<file path="src/rtl/max_seq_ctrl_pkg.sv">
`default_nettype none
// +------------------------------------------------------------------+
// | max_seq_pkg : shared types and defaults for the max sequencer     |
// | Rev 1.0                                                           |
// +------------------------------------------------------------------+
package max_seq_pkg;

  localparam int DEF_WIDTH = 5;
  localparam int DEF_LEN_W = 8;

  typedef enum logic [1:0] {
    IDLE = 2'd0,
    RUN  = 2'd1,
    DONE = 2'd2
  } state_t;

endpackage
`default_nettype wire

</file>
<file path="src/rtl/max_seq_ctrl_if.sv">
`default_nettype none
// +------------------------------------------------------------------+
// | max_seq_ctrl_if : job, operand-stream and result handshakes        |
// | Rev 1.0                                                           |
// +------------------------------------------------------------------+
interface max_seq_ctrl_if #(
  parameter int WIDTH = max_seq_pkg::DEF_WIDTH,
  parameter int LEN_W = max_seq_pkg::DEF_LEN_W
);
  logic             start;
  logic [LEN_W-1:0] len;
  logic             in_valid;
  logic             in_ready;
  logic [WIDTH-1:0] in_data;
  logic             out_valid;
  logic             out_ready;
  logic [WIDTH-1:0] out_max;
  logic [LEN_W-1:0] out_idx;
  logic             out_empty;
  logic             busy;

  modport master (
    output start, len, in_valid, in_data, out_ready,
    input  in_ready, out_valid, out_max, out_idx, out_empty, busy
  );

  modport slave (
    input  start, len, in_valid, in_data, out_ready,
    output in_ready, out_valid, out_max, out_idx, out_empty, busy
  );
endinterface
`default_nettype wire

</file>
<file path="src/rtl/max_seq_ctrl_cmp.sv">
`default_nettype none
// +------------------------------------------------------------------+
// | max_cmp : strict unsigned greater-than; approx netlists drop in   |
// | Rev 1.0                                                           |
// +------------------------------------------------------------------+
module max_cmp #(
  parameter int WIDTH = max_seq_pkg::DEF_WIDTH
) (
  input  logic [WIDTH-1:0] a,
  input  logic [WIDTH-1:0] b,
  output logic             gt
);
  assign gt = (a > b);
endmodule
`default_nettype wire

</file>
<file path="src/rtl/max_seq_ctrl.sv">
`default_nettype none
// +------------------------------------------------------------------+
// | max_seq_ctrl : feeds a job of operands through one comparator and |
// | returns the running max and its first index. Rev 1.0              |
// +------------------------------------------------------------------+
module max_seq_ctrl
  import max_seq_pkg::*;
#(
  parameter int WIDTH = DEF_WIDTH,
  parameter int LEN_W = DEF_LEN_W
) (
  input  logic          clk,
  input  logic          rst_n,
  max_seq_ctrl_if.slave bus
);

  state_t           r_state;
  state_t           w_next;
  logic [LEN_W-1:0] r_len;
  logic [LEN_W-1:0] r_count;
  logic [LEN_W-1:0] r_idx;
  logic [WIDTH-1:0] r_max;
  logic             r_empty;
  logic             w_gt;
  logic             w_beat;
  logic             w_last;

  max_cmp #(.WIDTH(WIDTH)) u_cmp (
    .a  (bus.in_data),
    .b  (r_max),
    .gt (w_gt)
  );

  assign w_beat = (r_state == RUN) & bus.in_valid;
  assign w_last = (r_count == r_len - 1'b1);

  always_ff @(posedge clk or negedge rst_n) begin
    if (!rst_n) r_state <= IDLE;
    else        r_state <= w_next;
  end

  always_comb begin
    w_next = r_state;
    case (r_state)
      IDLE: if (bus.start) w_next = (bus.len != '0) ? RUN : DONE;
      RUN:  if (w_beat && w_last) w_next = DONE;
      DONE: if (bus.out_ready) w_next = IDLE;
      default: w_next = IDLE;
    endcase
  end

  always_ff @(posedge clk or negedge rst_n) begin
    if (!rst_n) begin
      r_len   <= '0;
      r_count <= '0;
      r_idx   <= '0;
      r_max   <= '0;
      r_empty <= 1'b0;
    end else if (r_state == IDLE && bus.start) begin
      if (bus.len != '0) begin
        r_len   <= bus.len;
        r_count <= '0;
        r_empty <= 1'b0;
      end else begin
        r_max   <= '0;
        r_idx   <= '0;
        r_empty <= 1'b1;
      end
    end else if (w_beat) begin
      r_count <= r_count + 1'b1;
      // first beat seeds the max; strict compare keeps the earliest index on ties
      if (r_count == '0 || w_gt) begin
        r_max <= bus.in_data;
        r_idx <= r_count;
      end
    end
  end

  assign bus.in_ready  = (r_state == RUN);
  assign bus.out_valid = (r_state == DONE);
  assign bus.busy      = (r_state != IDLE);
  assign bus.out_max   = r_max;
  assign bus.out_idx   = r_idx;
  assign bus.out_empty = r_empty;

endmodule
`default_nettype wire

</file>
<file path="src/flat_wrapper.sv">
// flat-port wrapper written by rule: the top's interface ports become plain ports
module max_seq_ctrl_flat import max_seq_pkg::*;
#(
  parameter int WIDTH = DEF_WIDTH,
  parameter int LEN_W = DEF_LEN_W
)
  (clk, rst_n, bus_start, bus_len, bus_in_valid, bus_in_data, bus_out_ready, bus_in_ready, bus_out_valid, bus_out_max, bus_out_idx, bus_out_empty, bus_busy);
  max_seq_ctrl_if #(.WIDTH(WIDTH), .LEN_W(LEN_W)) bus_i ();
  input  logic clk;
  input  logic rst_n;
  input wire logic [$bits(bus_i.start)-1:0] bus_start;
  input wire logic [$bits(bus_i.len)-1:0] bus_len;
  input wire logic [$bits(bus_i.in_valid)-1:0] bus_in_valid;
  input wire logic [$bits(bus_i.in_data)-1:0] bus_in_data;
  input wire logic [$bits(bus_i.out_ready)-1:0] bus_out_ready;
  output wire logic [$bits(bus_i.in_ready)-1:0] bus_in_ready;
  output wire logic [$bits(bus_i.out_valid)-1:0] bus_out_valid;
  output wire logic [$bits(bus_i.out_max)-1:0] bus_out_max;
  output wire logic [$bits(bus_i.out_idx)-1:0] bus_out_idx;
  output wire logic [$bits(bus_i.out_empty)-1:0] bus_out_empty;
  output wire logic [$bits(bus_i.busy)-1:0] bus_busy;
  assign bus_i.start = bus_start;
  assign bus_i.len = bus_len;
  assign bus_i.in_valid = bus_in_valid;
  assign bus_i.in_data = bus_in_data;
  assign bus_i.out_ready = bus_out_ready;
  assign bus_in_ready = bus_i.in_ready;
  assign bus_out_valid = bus_i.out_valid;
  assign bus_out_max = bus_i.out_max;
  assign bus_out_idx = bus_i.out_idx;
  assign bus_out_empty = bus_i.out_empty;
  assign bus_busy = bus_i.busy;
  max_seq_ctrl #(.WIDTH(WIDTH), .LEN_W(LEN_W)) u_core (.clk(clk), .rst_n(rst_n), .bus(bus_i));
endmodule
</file>
<file path="config.mk">
export PLATFORM = sky130hd
export DESIGN_NAME = max_seq_ctrl_flat
export DESIGN_NICKNAME = d
export VERILOG_FILES = /design/src/rtl/max_seq_ctrl_pkg.sv /design/src/rtl/max_seq_ctrl_if.sv /design/src/rtl/max_seq_ctrl_cmp.sv /design/src/rtl/max_seq_ctrl.sv /design/src/flat_wrapper.sv
export SDC_FILE = /design/constraint.sdc
export NUM_CORES = 1
export LEC_CHECK = 0
export CELL_PAD_IN_SITES_DETAIL_PLACEMENT = 0
export CELL_PAD_IN_SITES_GLOBAL_PLACEMENT = 1
export CORE_MARGIN = 5
export CORE_UTILIZATION = 43
export CTS_BUF_LIST = sky130_fd_sc_hd__clkbuf_4 sky130_fd_sc_hd__clkbuf_8
export DETAILED_ROUTE_END_ITERATION = 8
export HOLD_SLACK_MARGIN = 0.02
export PLACE_DENSITY = 0.95
export SLEW_MARGIN = 0
export SYNTH_ARGS = -nofsm -noshare
export SYNTH_HDL_FRONTEND = slang
export SYNTH_HIERARCHICAL = 1
export SYNTH_SLANG_ARGS = --single-unit
</file>
<file path="constraint.sdc">
create_clock -name clk -period 3.4 [get_ports clk]
set_input_delay 0.51 -clock clk [delete_from_list [all_inputs] [get_ports clk]]
set_output_delay 0.51 -clock clk [all_outputs]
set_load 0.05 [all_outputs]
</file>
Word level (Yosys, flattened, before mapping)
Index checks and enable logic that the tools add are counted.
{"block": "classes", "n_eq_ne": 8, "n_addsub": 2, "magnitude_cmp": 1, "mux": 17, "n_bitwise": 1, "reduce_logical": 13}
{"operator": "8-bit two-way mux", "n": 7}
{"operator": "5-bit two-way mux", "n": 4}
{"operator": "8-bit by 1-bit adder with 8-bit output (second input constant)", "n": 1}
{"operator": "8-bit equality test", "n": 1}
{"operator": "8-bit zero test", "n": 1}
{"operator": "2-bit two-way mux", "n": 4}
{"operator": "2-bit inequality test (second input constant)", "n": 4}
{"operator": "8-bit nonzero test", "n": 1}
{"operator": "8-bit by 1-bit subtractor with 8-bit output (second input constant)", "n": 1}
{"operator": "2-bit case mux with 3 select lines", "n": 1}
{"operator": "3-bit AND reduction", "n": 2}
{"operator": "2-bit nonzero test", "n": 3}
{"operator": "5-bit greater-than comparator", "n": 1}
{"operator": "2-bit AND reduction", "n": 2}
{"operator": "2-bit by 1-bit equality test with 1-bit output (second input constant)", "n": 1}
{"operator": "2-bit equality test (second input constant)", "n": 1}
{"operator": "1-bit logical AND", "n": 2}
{"operator": "2-bit zero test", "n": 1}
{"operator": "2-bit by 1-bit inequality test with 1-bit output (second input constant)", "n": 1}
{"operator": "1-bit bitwise AND", "n": 1}
{"operator": "1-bit logical OR", "n": 1}
{"operator": "1-bit two-way mux", "n": 1}
{"block": "word_totals", "wordCells": 48, "reg_bits": 32, "output_inout_bits": 17}

Longest topological paths before layout
Gate-level depths: netlist of the first run.
{"block": "logic_depth", "ltp_word": 5, "ltp_mapped": 10}

By module
Netlist of the first run, hierarchy kept.
{"mod": "max_seq_ctrl", "area_each_um2": 1675.4, "cells_each": 191, "n_inst": 1, "seq_area_each_um2": 800.8}
{"mod": "max_cmp", "area_each_um2": 121.4, "cells_each": 17, "n_inst": 1, "seq_area_each_um2": 0.0}

Worst setup path before layout of the first run
OpenSTA, ideal clock, no wires.
{"block": "synth_path", "path_kind": "register to register", "start": "register u_core.r_state[1]", "end": "register u_core.r_count[7]", "slack_ps": 1132, "stages_incl_launch_ff": 7, "t_required_ps": 3322, "setup_time_ps": 78, "arrival_time_ps": 2190, "path_buffers": 1, "path_cell_list": "dfrtp_1 nor2b_1 and2_1 buf_2 nand4_1 or3_1 a21oi_1"}
{"block": "synth_between", "elab_chain_cells": 4}
{"item": "from (decl)", "line": "max_seq_ctrl.sv:17", "rtl": "state_t r_state;"}
{"item": "from (signal assigned)", "line": "max_seq_ctrl.sv:39", "rtl": "else r_state <= w_next;"}
{"item": "2-bit by 1-bit equality test with 1-bit output"}
{"item": "named net bus_in_ready", "line": "flat_wrapper.sv:16", "rtl": "output wire logic [$bits(bus_i.in_ready)-1:0] bus_in_ready;"}
{"item": "1-bit bitwise AND", "line": "max_seq_ctrl.sv:34", "rtl": "assign w_beat = (r_state == RUN) & bus.in_valid;"}
{"item": "2-bit nonzero test (no source line)"}
{"item": "2-bit AND reduction (no source line)"}
{"item": "to (signal assigned)", "line": "max_seq_ctrl.sv:70", "rtl": "r_count <= r_count + 1'b1;"}
{"item": "to (decl)", "line": "max_seq_ctrl.sv:20", "rtl": "logic [LEN_W-1:0] r_count;"}
The timed path passes the listed nets, and every way through them passes these cells.
A chain may end at the register's enable or synchronous reset.

Final worst setup path of the first run
{"block": "layout_path", "start": "register u_core.r_state[1]", "end": "output port bus_in_ready"}
{"block": "layout_between", "elab_chain_cells": 1}
{"item": "2-bit by 1-bit equality test with 1-bit output", "line": "max_seq_ctrl.sv:79", "rtl": "assign bus.in_ready = (r_state == RUN);"}
{"item": "to (decl)", "line": "flat_wrapper.sv:16"}
No other way between the ends.

==> reports/results.tsv, run 1 <==
metric	value	unit
overflow	0	
count_of_unresolved_drc_violations_after_routing	0	
synth_commonest_cells	nand2_1 (52), dfrtp_1 (32), o21ai_0 (19)	
timing.hold.worst.class	reg -> reg	
rsz_0062_raised_after_global_routing	false	
worst-slew-pin-transition	0.613	ns
ctsResizeCount	0	
clk_pin_slew	0.07	ns
nets	270	
post_layout_nonfiller_instances	295	
max_stage_delay	0.84	ns
insertion_delay	0.27	ns
ioPinCount	35	
final.period_utilization	67.8	%
cpMaxStageDelayCell	clkdlybuf4s50_1	
yosys.cell_count.top_type	nand2_1	
required	2.89	ns
clock-root-buffer	clkbuf_8	
die_w	74.6	um
synth_cells	208	
cts_inserted_buffers	5	
die_area	0.00557	sq mm
num-fill-cells	397	
final_replace_weighted_congestion	0.798	
total_nets_after_synthesis	234	
drv.max_cap_violation_count	0	
timing_worst_setup_path_type	reg -> out	
synthDominantAreaCellType	dfrtp_1	
numPlacedInstances	287	
ant_nets	0	
grt_antenna_before_repair	0	
clock-sinks	32	
post_route_cells_drive_above_1_share	7.76	%
worst_hold_path.num_cells	2	
final.setup.tns	0	ns
r2r_cells	5	
clock_path_buffers	2	
fin_crit	2.31	ns
syn_to_final_growth	28.1	%
total_number_of_vias	1527	
antenna-diode-count	0	
hold_viol	0	
worstSetupStartpointType	flop	
synthTopCellsByArea	dfrtp_1 (45%), nand2_1 (11%), ha_1 (5.6%), o21ai_0 (5.3%), xor2_1 (3.9%)	
dpl.hpwl	2.89	mm
first_global_vias	1490	
initial_core_util	44.6	%
setup_viol	0	
fin_skew	0.00295	ns
die_y	74.6	um
crit_arrival	1.80	ns
pin_count_of_the_biggest_net_entering_global_routing	33	
drv_slew	0	
cts_hold_buf	0	
ys_dominant_reg_cell	dfrtp_1	
postSynthAreaPerCell	8.64	sq um
htreeDepth	2	
grt_usage	15.5	%
global_route_wire_length_before_repair	6.75	mm
fmax	434	MHz
count_of_flip_flops_with_a_built_in_enable_after_synthesis	0	
cts_tree	done	
endpoint_kind	primary output	
postCtsSetupBuffers	0	
io_buffers	34	
synth.cell_area	0.00180	sq mm
static-leakage-power	1.03	nW
yosys_warnings	6	
1st_iter_drt_viols	107	
rows	23	
floorplan.core_area	0.00403	sq mm
post_drt_via_cell_ratio	5.18	
yosys_register_bits	32	
ratio_of_total_power_to_cell_area	921	mW/mm^2
timing.critical_path.fanout_max	7	
route.final.wire_length	3.80	mm
timing.slew.headroom	59.0	%
outcome	complete, no violations	
seq_area_frac_synth	44.6	%
route.detailed.wl_per_inst	12.9	um
peakVddDrop	0.000407	V
first_pass_drt_iterations	4	
synthDominantCellAreaShare	44.6	%
synth_async_sr_flop_share	100	%
critical_path.cell_chain	nor2b_1 -> clkdlybuf4s50_1	
yosys.cell_types.count	39	
==> registers in the layout, indices dropped and copies added (netlist names) <==
signal / cells
u_core/r_count: 8
u_core/bus.out_idx: 8
u_core/r_len: 8
u_core/r_state: 2
u_core/bus.out_empty: 1
u_core/bus.out_max: 5
==> path summary, 6_finish.rpt <==
check,start,to,slack [ns]
max,u_core/r_state[1]$_DFFE_PN0P_,bus_in_ready,1.09
min,u_core/r_len[7]$_DFFE_PN0P_,u_core/r_len[7]$_DFFE_PN0P_,0.52
max reg2reg,u_core/r_state[1]$_DFFE_PN0P_,u_core/bus.out_max[2]$_DFFE_PN0P_,1.30
min reg2reg,u_core/r_len[7]$_DFFE_PN0P_,u_core/r_len[7]$_DFFE_PN0P_,0.52
max in group asynchronous,rst_n,u_core/bus.out_idx[4]$_DFFE_PN0P_,2.47
min in group asynchronous,rst_n,u_core/bus.out_max[2]$_DFFE_PN0P_,0.64
==> critical path, delay by kind of cell, from the launching register on <==
family	cells	cell delay [ns]
buf+inv	1	0.84
flops	1	0.45
simple gates	1	0.23
==> stage by stage <==
step,util (%),setup WS (ns),hold slack (ns),area (sq um),total power [mW]
4_1_cts,57.1,1.08,0.517,2300,2.14
3_3_place_gp,54.3,1.04,0.491,2190,1.76
3_5_place_dp,54.3,0.995,0.500,2190,1.77
5_1_grt,57.1,1.02,0.544,2300,2.31
6_report,57.1,1.09,0.520,2300,2.12
2_1_floorplan,-,1.13,0.214,1800,1.46
==> power by group <==
| part | internal, mW | switching, mW |
|---|---|---|
| clock | 0.225 | 0.132 |
| combinational | 0.434 | 0.619 |
| sequential | 0.529 | 0.180 |
==> cell families after synthesis <==
logic type	count (synthesis)	synth area share, %
flops	32	44.6
simple gates	97	27.0
compound gates	36	11.8
fa+ha+maj	8	5.57
buf+inv	23	5.15
xor+xnor	12	5.85
==> per-layer routing <==
layer / share of wire, % / wire length [um] / GRT usage [%] / vias up
li1: - / - / - / 777
met1: 48 / 1810 / 21.6 / 716
met2: 47 / 1770 / 24.3 / 32
met3: 5.2 / 198 / 2.94 / 2
met4: 0.58 / 22 / 5.34 / 0
met5: 0 / 0 / 0 / -
==> layout by cell type (no fill, tap or decap), types with 3 or more instances in the layout <==
| cell type | instances |
|---|---|
| nand2_1 | 52 |
| nor2_1 | 9 |
| nand4_1 | 4 |
| clkbuf_8 | 5 |
| buf_4 | 4 |
| ha_1 | 8 |
| xnor2_1 | 4 |
| xor2_1 | 8 |
| clkdlybuf4s50_1 | 34 |
| dfrtp_1 | 32 |
| inv_1 | 14 |
| nand3_1 | 3 |
| o21ai_0 | 19 |
| a21oi_1 | 7 |
| or4_1 | 3 |
| nor3_1 | 4 |
==> area by class of cell <==
cell class	count	area, sq um	share of cell area (%)
multi-input combinational	153	903	39.3
inverter	14	52.6	2.28
timing repair buffer	38	370	16.1
sequential	32	801	34.8
tap	50	62.6	2.72
clock inverter	2	35.0	1.52
clock buffer	6	76.3	3.32
No activity file was read; power rests on OpenSTA's default activity.
==> run 2, diff against run 1 <==
--- a/config.mk
+++ b/config.mk
@@ -8,11 +8,11 @@
 export CELL_PAD_IN_SITES_DETAIL_PLACEMENT = 0
 export CELL_PAD_IN_SITES_GLOBAL_PLACEMENT = 1
 export CORE_MARGIN = 5
-export CORE_UTILIZATION = 43
+export CORE_UTILIZATION = 40
 export CTS_BUF_LIST = sky130_fd_sc_hd__clkbuf_4 sky130_fd_sc_hd__clkbuf_8
 export DETAILED_ROUTE_END_ITERATION = 8
 export HOLD_SLACK_MARGIN = 0.02
-export PLACE_DENSITY = 0.95
+export PLACE_DENSITY = 0.93
 export SLEW_MARGIN = 0
 export SYNTH_ARGS = -nofsm -noshare
 export SYNTH_HDL_FRONTEND = slang
==> constraint.sdc (replaced) <==
create_clock -name clk -period 2.4 [get_ports clk]
set_input_delay 0.36 -clock clk [delete_from_list [all_inputs] [get_ports clk]]
set_output_delay 0.36 -clock clk [all_outputs]
set_load 0.05 [all_outputs]
==> reports/results.tsv, run 2 (synthesized netlist as in run 1, its figures left out) <==
metric	value	unit	change
outcome	complete, no violations		unchanged
cp_top_family	buffers and inverters		unchanged
cts_inserted_buffers	5		unchanged
htreeDepth	2		unchanged
syn_to_final_growth	29.0	%	was 28.1%
post_drt_via_cell_ratio	5.08		was 5.18
peakVddDrop	0.000523	V	was 0.000407 V
io_buffers	34		unchanged
drv_slew	0		unchanged
drv.max_cap_violation_count	0		unchanged
count_of_unresolved_drc_violations_after_routing	0		unchanged
timing.critical_path.fanout_max	5		was 7
total_number_of_vias	1518		was 1527
clock-sinks	32		unchanged
die_area	0.00593	sq mm	was 0.00557 sq mm
clk_pin_slew	0.07	ns	about the same
dp_worst_setup_slack	0.183	ns	was 0.995 ns
final_cell_mix	nand2_1 (52), clkdlybuf4s50_1 (34), dfrtp_1 (32), o21ai_0 (19), inv_1 (14)		unchanged
first_global_vias	1475		was 1490
cts_tree	done		unchanged
1st_iter_drt_viols	71		was 107
pin_count_of_the_biggest_net_entering_global_routing	33		unchanged
floorplan.core_area	0.00435	sq mm	was 0.00403 sq mm
final.period_utilization	89.7	%	
route.detailed.wl_per_inst	12.8	um	was 12.9 um
setup_viol	0		unchanged
rows	24		was 23
post_route_cells_drive_above_1_share	8.50	%	was 7.76%
endpoint_kind	primary output		unchanged
crit_arrival	1.79	ns	was 1.80 ns
nets	272		was 270
power	3.03	mW	was 2.12 mW
timing.hold.worst.class	in -> async		was reg -> reg
overflow	0		unchanged
clock-root-buffer	clkbuf_8		unchanged
cpMaxStageDelayCell	clkdlybuf4s50_1		unchanged
worst-slew-pin-transition	0.500	ns	was 0.613 ns
critical_path.cell_chain	nor2b_1 -> clkdlybuf4s50_1		unchanged
rsz_0062_raised_after_global_routing	false		unchanged
required	2.04	ns	was 2.89 ns
postCtsSetupBuffers	0		unchanged
dpl.hpwl	2.92	mm	was 2.89 mm
initial_core_util	41.3	%	was 44.6%
fmax	465	MHz	
grt_antenna_before_repair	0		unchanged
insertion_delay	0.28	ns	was 0.27 ns
route.final.wire_length	3.83	mm	was 3.80 mm
finish.instance_area	0.00232	sq mm	was 0.00230 sq mm
ant_nets	0		unchanged
layout.cells.most_common	nand2_1		unchanged
timing.slew.headroom	66.6	%	was 59.0%
fin_skew	0.00512	ns	was 0.00295 ns
hold_viol	0		unchanged
clock_path_buffers	2		unchanged
first_pass_drt_iterations	4		unchanged
ctsResizeCount	0		unchanged
timing_worst_setup_path_type	reg -> out		unchanged
final_replace_weighted_congestion	0.765		was 0.798
setup_slack	0.248	ns	was 1.09 ns
worstSetupStartpointType	flop		unchanged
cts_hold_buf	0		unchanged
static-leakage-power	1.04	nW	was 1.03 nW
fin_crit	2.15	ns	
die_y	77.0	um	was 74.6 um
max_stage_delay	0.85	ns	was 0.84 ns
placed_area	0.00221	sq mm	was 0.00219 sq mm
path_buf_inv	1		unchanged
final.setup.tns	0	ns	unchanged
global_route_wire_length_before_repair	6.73	mm	was 6.75 mm
ratio_of_total_power_to_cell_area	1310	mW/mm^2	was 921 mW/mm^2
ioPinCount	35		unchanged
grt_usage	13.9	%	was 15.5%
die_w	77.0	um	was 74.6 um
antenna-diode-count	0		unchanged
run 2: cell types whose count changed in the layout (fill, tap and decap cells not counted):
cell,before,now
buf_4,4,6
run 2: power breakdown:
group          total (mW)  switching, mW  internal, mW  leakage, nW
Clock               0.526          0.206         0.319       0.0586
Sequential          0.999          0.250         0.749        0.404
Combinational        1.51          0.886         0.624        0.574
run 2: per-stage QoR:
stage | hold slack [ns] | utilization, % | cells
after detailed placement | 0.494 | 50.7 | 291
after floorplan | 0.0644 | - | 208
after global routing | 0.504 | 53.2 | 299
final | 0.465 | 53.2 | 299
after global placement | 0.488 | 50.7 | 291
after CTS | 0.483 | 53.2 | 299
run 2: final cells by class:
class	count	area, sq um
fill	437	2040
multi-input combinational	153	903
sequential	32	801
timing repair buffer	40	385
clock buffer	6	76.3
tap	52	65.1
inverter	14	52.6
clock inverter	2	35.0
run 2: per-layer routing:
layer  vias up  global-route usage, %  share of wire (%)
met1       698                   17.6                 45
met2        38                   22.6                 47
met3         5                   4.33                6.6
li1        777                      -                  -
met4         0                   4.64                1.3
met5         -                      0                  0
run 2: final timing paths:
kind / startpoint / to / slack, ns / cells after the start
max: u_core/r_state[0]$_DFFE_PN0P_ / bus_in_ready / 0.25 / 2
min: rst_n / u_core/r_len[2]$_DFFE_PN0P_ / 0.47 / 2
max reg2reg: u_core/r_len[0]$_DFFE_PN0P_ / u_core/r_state[1]$_DFFE_PN0P_ / 0.40 / 5
min reg2reg: u_core/r_len[7]$_DFFE_PN0P_ / u_core/r_len[7]$_DFFE_PN0P_ / 0.51 / 2
max in group asynchronous: rst_n / u_core/r_count[1]$_DFFE_PN0P_ / 1.64 / 2
min in group clk: u_core/r_len[7]$_DFFE_PN0P_ / u_core/r_len[7]$_DFFE_PN0P_ / 0.51 / 2
